==> src/rtl/altair_prg_loader_if.sv <==
// RAM write-port bundle shared by the program loader (master) and the memory mux (slave).
interface altair_prg_loader_if;
  logic [15:0] mem_addr;
  logic [7:0]  mem_wdata;
  logic        mem_we;
  logic        mem_ack;
  logic        mem_own;

  modport master (
    output mem_addr, mem_wdata, mem_we, mem_own,
    input  mem_ack
  );

  modport slave (
    input  mem_addr, mem_wdata, mem_we, mem_own,
    output mem_ack
  );
endinterface

==> src/rtl/altair_prg_loader.sv <==
// Copies a selected program image from ROM into Altair RAM while holding the CPU in reset,
// owning the RAM write port for the duration and handing it back afterwards.
module altair_prg_loader #(
  parameter int unsigned NUM_PRG     = 8,
  parameter int unsigned ROM_AW      = 13,
  parameter int unsigned HOLD_CYCLES = 16,
  parameter int unsigned ACK_TIMEOUT = 255,
  localparam int unsigned SEL_W      = (NUM_PRG > 1) ? $clog2(NUM_PRG) : 1
) (
  input  logic                 clk,
  input  logic                 reset,
  input  logic                 load_req,
  input  logic [SEL_W-1:0]     prg_sel,
  output logic [SEL_W-1:0]     tbl_idx,
  input  logic [ROM_AW-1:0]    tbl_base,
  input  logic [15:0]          tbl_len,
  input  logic [15:0]          tbl_org,
  output logic [ROM_AW-1:0]    rom_addr,
  input  logic [7:0]           rom_data,
  altair_prg_loader_if.master  mem,
  output logic                 cpu_reset,
  output logic                 busy,
  output logic                 done,
  output logic                 error
);

  localparam int unsigned HW = $clog2(HOLD_CYCLES + 1);
  localparam int unsigned AW = $clog2(ACK_TIMEOUT + 1);

  typedef enum logic [2:0] {
    S_IDLE, S_HOLD, S_FETCH, S_ROMWAIT, S_WRITE, S_RELEASE, S_FIN
  } state_t;

  state_t              state, state_d;
  logic                load_req_q;
  logic [HW-1:0]       hold_cnt, hold_cnt_d;
  logic [AW-1:0]       ack_cnt, ack_cnt_d;
  logic [ROM_AW-1:0]   ptr, ptr_d;
  logic [15:0]         dst, dst_d;
  logic [15:0]         remaining, remaining_d;
  logic [SEL_W-1:0]    tbl_idx_d;
  logic [ROM_AW-1:0]   rom_addr_d;
  logic [15:0]         mem_addr_q, mem_addr_d;
  logic [7:0]          mem_wdata_q, mem_wdata_d;
  logic                mem_we_q, mem_we_d;
  logic                mem_own_q, mem_own_d;
  logic                cpu_reset_d, busy_d, done_d, error_d;
  logic                start_c;

  assign start_c       = load_req & ~load_req_q;
  assign mem.mem_addr  = mem_addr_q;
  assign mem.mem_wdata = mem_wdata_q;
  assign mem.mem_we    = mem_we_q;
  assign mem.mem_own   = mem_own_q;

  // State and datapath registers; reset drops the port and CPU hold immediately.
  always_ff @(posedge clk or negedge reset) begin
    if (!reset) begin
      state       <= S_IDLE;
      load_req_q  <= 1'b0;
      hold_cnt    <= '0;
      ack_cnt     <= '0;
      ptr         <= '0;
      dst         <= '0;
      remaining   <= '0;
      tbl_idx     <= '0;
      rom_addr    <= '0;
      mem_addr_q  <= '0;
      mem_wdata_q <= '0;
      mem_we_q    <= 1'b0;
      mem_own_q   <= 1'b0;
      cpu_reset   <= 1'b0;
      busy        <= 1'b0;
      done        <= 1'b0;
      error       <= 1'b0;
    end else begin
      state       <= state_d;
      load_req_q  <= load_req;
      hold_cnt    <= hold_cnt_d;
      ack_cnt     <= ack_cnt_d;
      ptr         <= ptr_d;
      dst         <= dst_d;
      remaining   <= remaining_d;
      tbl_idx     <= tbl_idx_d;
      rom_addr    <= rom_addr_d;
      mem_addr_q  <= mem_addr_d;
      mem_wdata_q <= mem_wdata_d;
      mem_we_q    <= mem_we_d;
      mem_own_q   <= mem_own_d;
      cpu_reset   <= cpu_reset_d;
      busy        <= busy_d;
      done        <= done_d;
      error       <= error_d;
    end
  end

  // Next-state and next-output logic.
  always_comb begin
    state_d     = state;
    hold_cnt_d  = hold_cnt;
    ack_cnt_d   = ack_cnt;
    ptr_d       = ptr;
    dst_d       = dst;
    remaining_d = remaining;
    tbl_idx_d   = tbl_idx;
    rom_addr_d  = rom_addr;
    mem_addr_d  = mem_addr_q;
    mem_wdata_d = mem_wdata_q;
    mem_we_d    = mem_we_q;
    mem_own_d   = mem_own_q;
    cpu_reset_d = cpu_reset;
    busy_d      = busy;
    done_d      = 1'b0;
    error_d     = error;

    unique case (state)
      S_IDLE: begin
        if (start_c) begin
          tbl_idx_d   = prg_sel;
          error_d     = 1'b0;
          busy_d      = 1'b1;
          cpu_reset_d = 1'b1;
          mem_own_d   = 1'b1;
          hold_cnt_d  = HW'(HOLD_CYCLES - 1);
          state_d     = S_HOLD;
        end
      end
      S_HOLD: begin
        if (hold_cnt == '0) begin
          ptr_d       = tbl_base;
          dst_d       = tbl_org;
          remaining_d = tbl_len;
          if (tbl_len == 16'd0) begin
            mem_own_d  = 1'b0;
            hold_cnt_d = HW'(HOLD_CYCLES - 1);
            state_d    = S_RELEASE;
          end else begin
            state_d    = S_FETCH;
          end
        end else begin
          hold_cnt_d = hold_cnt - HW'(1);
        end
      end
      S_FETCH: begin
        rom_addr_d = ptr;
        state_d    = S_ROMWAIT;
      end
      S_ROMWAIT: begin
        mem_wdata_d = rom_data;
        mem_addr_d  = dst;
        mem_we_d    = 1'b1;
        ack_cnt_d   = '0;
        state_d     = S_WRITE;
      end
      S_WRITE: begin
        if (mem.mem_ack) begin
          mem_we_d    = 1'b0;
          ptr_d       = ptr + ROM_AW'(1);
          dst_d       = dst + 16'd1;
          remaining_d = remaining - 16'd1;
          if (remaining == 16'd1) begin
            mem_own_d  = 1'b0;
            hold_cnt_d = HW'(HOLD_CYCLES - 1);
            state_d    = S_RELEASE;
          end else begin
            state_d    = S_FETCH;
          end
        end else if (ack_cnt == AW'(ACK_TIMEOUT - 1)) begin
          // Memory never answered: abandon the image but still release cleanly.
          error_d    = 1'b1;
          mem_we_d   = 1'b0;
          mem_own_d  = 1'b0;
          hold_cnt_d = HW'(HOLD_CYCLES - 1);
          state_d    = S_RELEASE;
        end else begin
          ack_cnt_d = ack_cnt + AW'(1);
        end
      end
      S_RELEASE: begin
        if (hold_cnt == '0) begin
          cpu_reset_d = 1'b0;
          state_d     = S_FIN;
        end else begin
          hold_cnt_d = hold_cnt - HW'(1);
        end
      end
      S_FIN: begin
        done_d  = 1'b1;
        busy_d  = 1'b0;
        state_d = S_IDLE;
      end
      default: state_d = S_IDLE;
    endcase
  end

endmodule

==> src/flat_wrapper.sv <==
// flat-port wrapper written by rule: the top's interface ports become plain ports
module altair_prg_loader_flat 
#(
  parameter int unsigned NUM_PRG     = 8,
  parameter int unsigned ROM_AW      = 13,
  parameter int unsigned HOLD_CYCLES = 16,
  parameter int unsigned ACK_TIMEOUT = 255,
  localparam int unsigned SEL_W      = (NUM_PRG > 1) ? $clog2(NUM_PRG) : 1
)
  (clk, reset, load_req, prg_sel, tbl_idx, tbl_base, tbl_len, tbl_org, rom_addr, rom_data, cpu_reset, busy, done, error, mem_mem_addr, mem_mem_wdata, mem_mem_we, mem_mem_own, mem_mem_ack);
  altair_prg_loader_if mem_i ();
  input  logic clk;
  input  logic reset;
  input  logic load_req;
  input  logic [SEL_W-1:0] prg_sel;
  output logic [SEL_W-1:0] tbl_idx;
  input  logic [ROM_AW-1:0] tbl_base;
  input  logic [15:0] tbl_len;
  input  logic [15:0] tbl_org;
  output logic [ROM_AW-1:0] rom_addr;
  input  logic [7:0] rom_data;
  output logic cpu_reset;
  output logic busy;
  output logic done;
  output logic error;
  output wire logic [$bits(mem_i.mem_addr)-1:0] mem_mem_addr;
  output wire logic [$bits(mem_i.mem_wdata)-1:0] mem_mem_wdata;
  output wire logic [$bits(mem_i.mem_we)-1:0] mem_mem_we;
  output wire logic [$bits(mem_i.mem_own)-1:0] mem_mem_own;
  input wire logic [$bits(mem_i.mem_ack)-1:0] mem_mem_ack;
  assign mem_mem_addr = mem_i.mem_addr;
  assign mem_mem_wdata = mem_i.mem_wdata;
  assign mem_mem_we = mem_i.mem_we;
  assign mem_mem_own = mem_i.mem_own;
  assign mem_i.mem_ack = mem_mem_ack;
  altair_prg_loader #(.NUM_PRG(NUM_PRG), .ROM_AW(ROM_AW), .HOLD_CYCLES(HOLD_CYCLES), .ACK_TIMEOUT(ACK_TIMEOUT)) u_core (.clk(clk), .reset(reset), .load_req(load_req), .prg_sel(prg_sel), .tbl_idx(tbl_idx), .tbl_base(tbl_base), .tbl_len(tbl_len), .tbl_org(tbl_org), .rom_addr(rom_addr), .rom_data(rom_data), .mem(mem_i), .cpu_reset(cpu_reset), .busy(busy), .done(done), .error(error));
endmodule
==> config.mk <==
export PLATFORM = sky130hd
export DESIGN_NAME = altair_prg_loader_flat
export DESIGN_NICKNAME = d
export VERILOG_FILES = /design/src/rtl/altair_prg_loader_if.sv /design/src/rtl/altair_prg_loader.sv /design/src/flat_wrapper.sv
export SDC_FILE = /design/constraint.sdc
export NUM_CORES = 1
export LEC_CHECK = 0
export BUFFER_PORTS_ARGS = -buffer_cell sky130_fd_sc_hd__buf_2
export CAP_MARGIN = 30
export CORE_UTILIZATION = 25
export DETAILED_ROUTE_END_ITERATION = 10
export GPL_ROUTABILITY_DRIVEN = 0
export HOLD_SLACK_MARGIN = 0.03
export PLACE_DENSITY = 0.53
export REMOVE_ABC_BUFFERS = 1
export SLEW_MARGIN = 5
export SYNTH_ARGS = -nofsm -noshare
export SYNTH_HDL_FRONTEND = slang
export SYNTH_SLANG_ARGS = --single-unit
==> constraint.sdc <==
create_clock -name clk -period 2.1 [get_ports clk]
set_clock_uncertainty 0.15 [all_clocks]
set_input_delay 0.315 -clock clk [delete_from_list [all_inputs] [get_ports clk]]
set_output_delay 0.315 -clock clk [all_outputs]
set_load 0.005 [all_outputs]
==> results of run 1 <==
layer usage:
metal,global-route usage,part of all wire,routed length [µm]
met5,0,0,0
met4,0.0423,0.017,279
met3,0.0350,0.053,863
met2,0.218,0.44,7200
met1,0.197,0.49,7940
path summary, 6_finish.rpt:
kind / startpoint / slack (ps) / cells after the start / end
worst max-delay path: u_core.hold_cnt[1] / 130 / 8 / u_core.dst[5]
worst min-delay path: tbl_base[1] / 70 / 3 / u_core.ptr[1]
worst max register to register: u_core.hold_cnt[1] / 130 / 8 / u_core.dst[5]
worst min register to register: u_core.mem.mem_addr[7] / 320 / 2 / u_core.mem.mem_addr[7]
max in group asynchronous: reset / 980 / 3 / u_core.hold_cnt[3]
min in group asynchronous: reset / 200 / 2 / u_core.mem.mem_wdata[7]
layout by cell type (no fill, tap or decap), types with 3 or more instances in the layout:
cell           synthesis  routed
a211oi_1               4       4
a21oi_1               45      45
a22oi_1                7       6
a31oi_1               13      13
and2_1                 7       7
and3_1                 7       7
and4_1                 6       6
buf_12                 0       7
buf_2                 11     104
buf_4                  0      39
clkbuf_16              0      10
clkbuf_8               0       3
dfrtp_1              108     108
dlygate4sd3_1          0      13
ha_1                   7       7
inv_1                 14      14
mux2_2                13      13
mux2i_1                4       4
nand2_1              113     113
nand2b_1               3       3
nand3_1               17      17
nand4_1               18      18
nor2_1                42      41
nor3_1                10       9
nor3b_1                7       5
nor4_1                11       9
o211ai_1               8       8
o21a_1                 3       3
o21ai_0               44      41
o21ai_1                1       4
o22a_1                 8       8
o22ai_1                6       6
o2bb2ai_1              7       6
o31ai_1                3       3
or3_1                  3       3
xor2_1                 3       3
flip-flops by register name, summed over array words and instances (netlist names), 3 cells and up:
name and cells:
u_core.ack_cnt 8, u_core.rom_addr 13, u_core.remaining 16, u_core.mem.mem_wdata 8
u_core.hold_cnt 5, u_core.dst 16, u_core.mem.mem_addr 16, u_core.state 3
u_core.ptr 13, u_core.tbl_idx 3
cell families after synthesis:
group	after synthesis	synth area share
multiplexers	17	0.0329
AND/OR/NAND/NOR	261	0.229
buffers and inverters	55	0.0402
flip-flops	108	0.477
AO/OA/AOI/OAI	176	0.200
adder cells (fa/ha/maj)	7	0.0155
XOR/XNOR	3	0.00464
worst min-delay path: stages:
cell,delay [ps]
buf_2,100
nand2_1,40
a31oi_1,70
what timing repair did:
| item | CTS | global route |
|---|---|---|
| hold endpoints to repair | 120 | 0 |
| hold buffers | 13 | 0 |
| setup buffers | 0 | 1 |
| endpoints found under the setup margin | 0 | 20 |
| resized for setup | 0 | 18 |
per-stage QoR:
stage                     hold WS [ps]  TNS, ps  cell area, µm²  setup slack [ps]
after global routing              60.7    -1.27            7350             -1.27
after global placement            22.9        0            6820              26.6
after detailed placement          19.4        0            6820              11.2
after floorplan                   -131  -215790            5490             -4780
after CTS                         51.9        0            7250              66.2
final                             65.1        0            7350               128
power breakdown:
part,switching [W],internal (W),total [W]
combinational,0.00206,0.00184,0.00390
clock,0.000755,0.00102,0.00177
sequential,0.000882,0.00301,0.00390
total,0.00370,0.00588,0.00957
area by class of cell:
cell class | count | area, µm²
clock buffers | 14 | 274
diodes | 1 | 2.50
inverters | 14 | 52.6
well taps | 280 | 350
repair buffers | 166 | 1130
fillers | 2323 | 14700
clock inverters | 1 | 30.0
flip-flops and latches | 108 | 2700
multi-input cells | 464 | 2810
==> results.yml, run 1 <==
run_status:
  status: "finished, violations left"
  violations: "DRC"
floorplan:
  rows: 54
  die_w_um: 152
  fp.coreArea_um2: 22000
  ios: 106
  dieHeight_um: 152
  start_util: 0.257
  design.die.area_um2: 23300
clocking:
  cts_root_buffer: "clkbuf_16"
  cts_max_path_buffers: 2
  cts_tree: "built"
  cts_buffers: 9
  cts.sinks: 108
  clk_latency_ps: 350
  htreeDepth: 3
  path_clk_slew_ps: 70
logic_synthesis:
  ys.flop_type: "dfrtp_1"
  netlist_area_um2: 5660
  synth_commonest_cells: "nand2_1, dfrtp_1, a21oi_1"
  synth-seq-cells: 108
  netlist-cell-type-count: 61
  syn_area_per_cell_um2: 9.03
  synth_edf_count: 0
  yosys.area.top_type: "dfrtp_1"
  synth_most_common_cell: "nand2_1"
  synth.top_cell.area_share: 0.477
  async_reset_ff_frac: 1.00
  netlist_instances: 627
  seq_area_frac_synth: 0.477
  yosys_warnings: 0
  synth_area_leaders: "dfrtp_1, nand2_1, a21oi_1"
route:
  drc_errors: 16
  vias_per_cell: 4.90
  wl_mm: 16.3
  avgRoutedWirePerCell_um: 15.5
  drt-initial-drc-count: 300
  dr.pass1.iters: 7
  vias: 5137
  postRouteAntennaNets: 0
layout:
  syn_to_final_growth_pct: 29.9
  drive_above_1_share: 0.261
  fin_cells: 1048
  fin_nets: 830
  final_core_utilization: 0.334
timing:
  drv_slew: 0
  fmax_ghz: 0.507
  min_period_ps: 1970
  slew_headroom: 0.580
  hold_viol: 0
  setup_viol: 0
  fin_crit_sh: 0.939
  tightest_slew_ps: 629
grt:
  antenna_found_initial: 1
  grt_pass1_vias: 4862
  grt_pass1_wl_mm: 26.3
  grt_max_degree: 43
  grt_overflow: 0
  track_usage: 0.142
critical_path:
  cp_data_arrival_time_ps: 2060
  critical_path.top_delay_family: "compound AO/OA/AOI/OAI gates"
  crit_chain: "inv_1, ha_1, nor4b_4, buf_4, a22oi_2, buf_12, a21oi_1, o22a_1"
  criticalPathCategory: "reg -> reg"
  cp.required_ps: 2190
  cp-start-kind: "register"
  slowest_delay_ps: 390
  crit_slowest_cell: "dfrtp_1"
  worst-path-buf-inv: 3
  end_kind: "register"
  crit_path_max_fanout: 32
power_and_ir_drop:
  power_density_nw_per_um2: 1300
  total_power_w: 0.00957
  ir_drop_mv: 0.472
  p_leak_nw: 3.25
placement:
  port_buffers: 105
  placed_cells: 1017
  dp_hpwl_mm: 11.3
run:
  cap_violations: 0
min_path:
  min_path_type: "in -> reg"
(Power assumes the default switching activity.)
==> run 2: changes to the inputs <==
- BUFFER_PORTS_ARGS: -buffer_cell sky130_fd_sc_hd__buf_2 -> -buffer_cell sky130_fd_sc_hd__clkbuf_2
==> run 2 against run 1 <==
- via count rose by 0.12%
- the flow still finishes with violations (DRC)
- register-to-register slack got worse by 40 ps
- sequential cell count is the same
- cell count increased by 0.38%
==> results.yml, run 2 (same netlist as run 1, synthesis figures left out) <==
power_and_ir_drop:
  pwr-share-clk: 0.195
  p_leak_nw: 3.27
  ir_drop_mv: 0.458
  p_int_w: 0.00591
  seqPwrFrac: 0.402
  power_density_nw_per_um2: 1310
  total_power_w: 0.00966
  p_sw_w: 0.00375
  comb_power_share: 0.403
  p_sw_frac: 0.388
clocking:
  cts_max_path_buffers: 2
  cts_root_buffer: "clkbuf_16"
  clk_latency_ps: 360
  path_clk_slew_ps: 70
  cts_buffers: 9
  cts_tree: "built"
  cts.sinks: 108
  htreeDepth: 3
layout:
  final_core_utilization: 0.334
  fin_nets: 833
  layout_common_cells: "nand2_1, dfrtp_1, clkbuf_2, a21oi_1, buf_4"
  drive_above_1_share: 0.263
  final_common_cell: "nand2_1"
  syn_to_final_growth_pct: 29.8
  fillCellCount: 2280
floorplan:
  fp.coreArea_um2: 22000
  die_w_um: 152
  design.die.area_um2: 23300
  ios: 106
  dieHeight_um: 152
  start_util: 0.257
  rows: 54
run:
  cap_violations: 0
timing:
  fin_crit_sh: 0.958
  rsz0062_at_grt: "true"
  fmax_ghz: 0.497
  slew_headroom: 0.566
  finalHoldWorstSlack_ps: 45.8
  min_period_ps: 2010
  setup_viol: 0
  fin_ws_ps: 87.9
  tightest_slew_ps: 651
  drv_slew: 0
  hold_viol: 0
critical_path:
  cp.required_ps: 2190
  crit_path_max_fanout: 5
  end_kind: "register"
  r2r-start: "u_core.remaining[14]"
  crit_slowest_cell: "nor4_1"
  cp_data_arrival_time_ps: 2110
  criticalPathCategory: "reg -> reg"
  crit_chain: "nor4_1, nand4_1, o2bb2ai_2, o41a_1"
  slowest_delay_ps: 500
  cp-start-kind: "register"
  critical_path.startpoint: "u_core.remaining[14]"
run_status:
  status: "finished, violations left"
  violations: "DRC"
grt:
  grt_pass1_wl_mm: 26.6
  track_usage: 0.143
  grt_overflow: 0
  grt_max_degree: 74
  grt_pass1_vias: 4869
  antenna_found_initial: 1
min_path:
  min_path_type: "in -> reg"
  hold_start: "tbl_org[1]"
placement:
  dp_hpwl_mm: 11.4
  port_buffers: 105
  dpl_worst_slack_ps: -45.8
route:
  vias_per_cell: 4.89
  postRouteAntennaNets: 0
  vias: 5143
  wl_mm: 16.1
  drt-initial-drc-count: 311
  dr.pass1.iters: 8
  drc_errors: 16
  avgRoutedWirePerCell_um: 15.3
==> run 2: power groups by stage <==
stage	Combinational [W]	Clock, W	Sequential [W]
after CTS	0.00387	0.00195	0.00386
after global routing	0.00439	0.00203	0.00404
after global placement	0.00381	0	0.00389
final	0.00390	0.00188	0.00388
after floorplan	0.00211	0	0.00383
after detailed placement	0.00383	0	0.00390
==> run 2: what timing repair did <==
action,CTS,global route
gates resized for setup,1,13
hold buffers,13,0
setup buffers,0,2
endpoints found under the hold margin,120,0
setup endpoints to repair,1,30
==> run 2: stage by stage <==
stage          instances  cell area (µm²)  TNS, ps
5_1_grt             1051             7350    -8.48
3_3_place_gp        1020             6830    -83.9
3_5_place_dp        1020             6830    -45.8
4_1_cts             1049             7280        0
2_1_floorplan        586             5490  -215790
6_report            1052             7350        0
==> run 2: final cells by class <==
class / count / area, µm² / area share
Antenna cell: 1 / 2.50 / 0.000341
Timing Repair Buffer: 169 / 1120 / 0.153
Tap cell: 280 / 350 / 0.0477
Sequential cell: 108 / 2700 / 0.368
Multi-Input combinational cell: 464 / 2800 / 0.381
Clock inverter: 4 / 72.6 / 0.00988
Inverter: 14 / 52.6 / 0.00715
Clock buffer: 12 / 246 / 0.0335
==> run 2: worst paths after layout <==
path	cells past startpoint	slack, ps	end
max	4	90	u_core.hold_cnt[4]
min	3	50	u_core.dst[1]
max reg2reg	4	90	u_core.hold_cnt[4]
min reg2reg	2	320	u_core.mem.mem_wdata[0]
max in group asynchronous	3	1040	u_core.state[2]
min in group asynchronous	3	330	u_core.mem.mem_wdata[1]
==> run 2: critical path, delay by kind of cell (launching register included) <==
family	cells	cell delay (ps)
flops	1	390
simple gates	2	720
compound gates	2	630
==> run 2: routing by layer <==
metal | global-route usage | vias up | wire length (µm)
met1 | 0.203 | 2452 | 7920
met5 | 0 | - | 0
li1 | - | 2564 | -
met3 | 0.0412 | 11 | 980
met2 | 0.214 | 116 | 7030
met4 | 0.0346 | 0 | 210
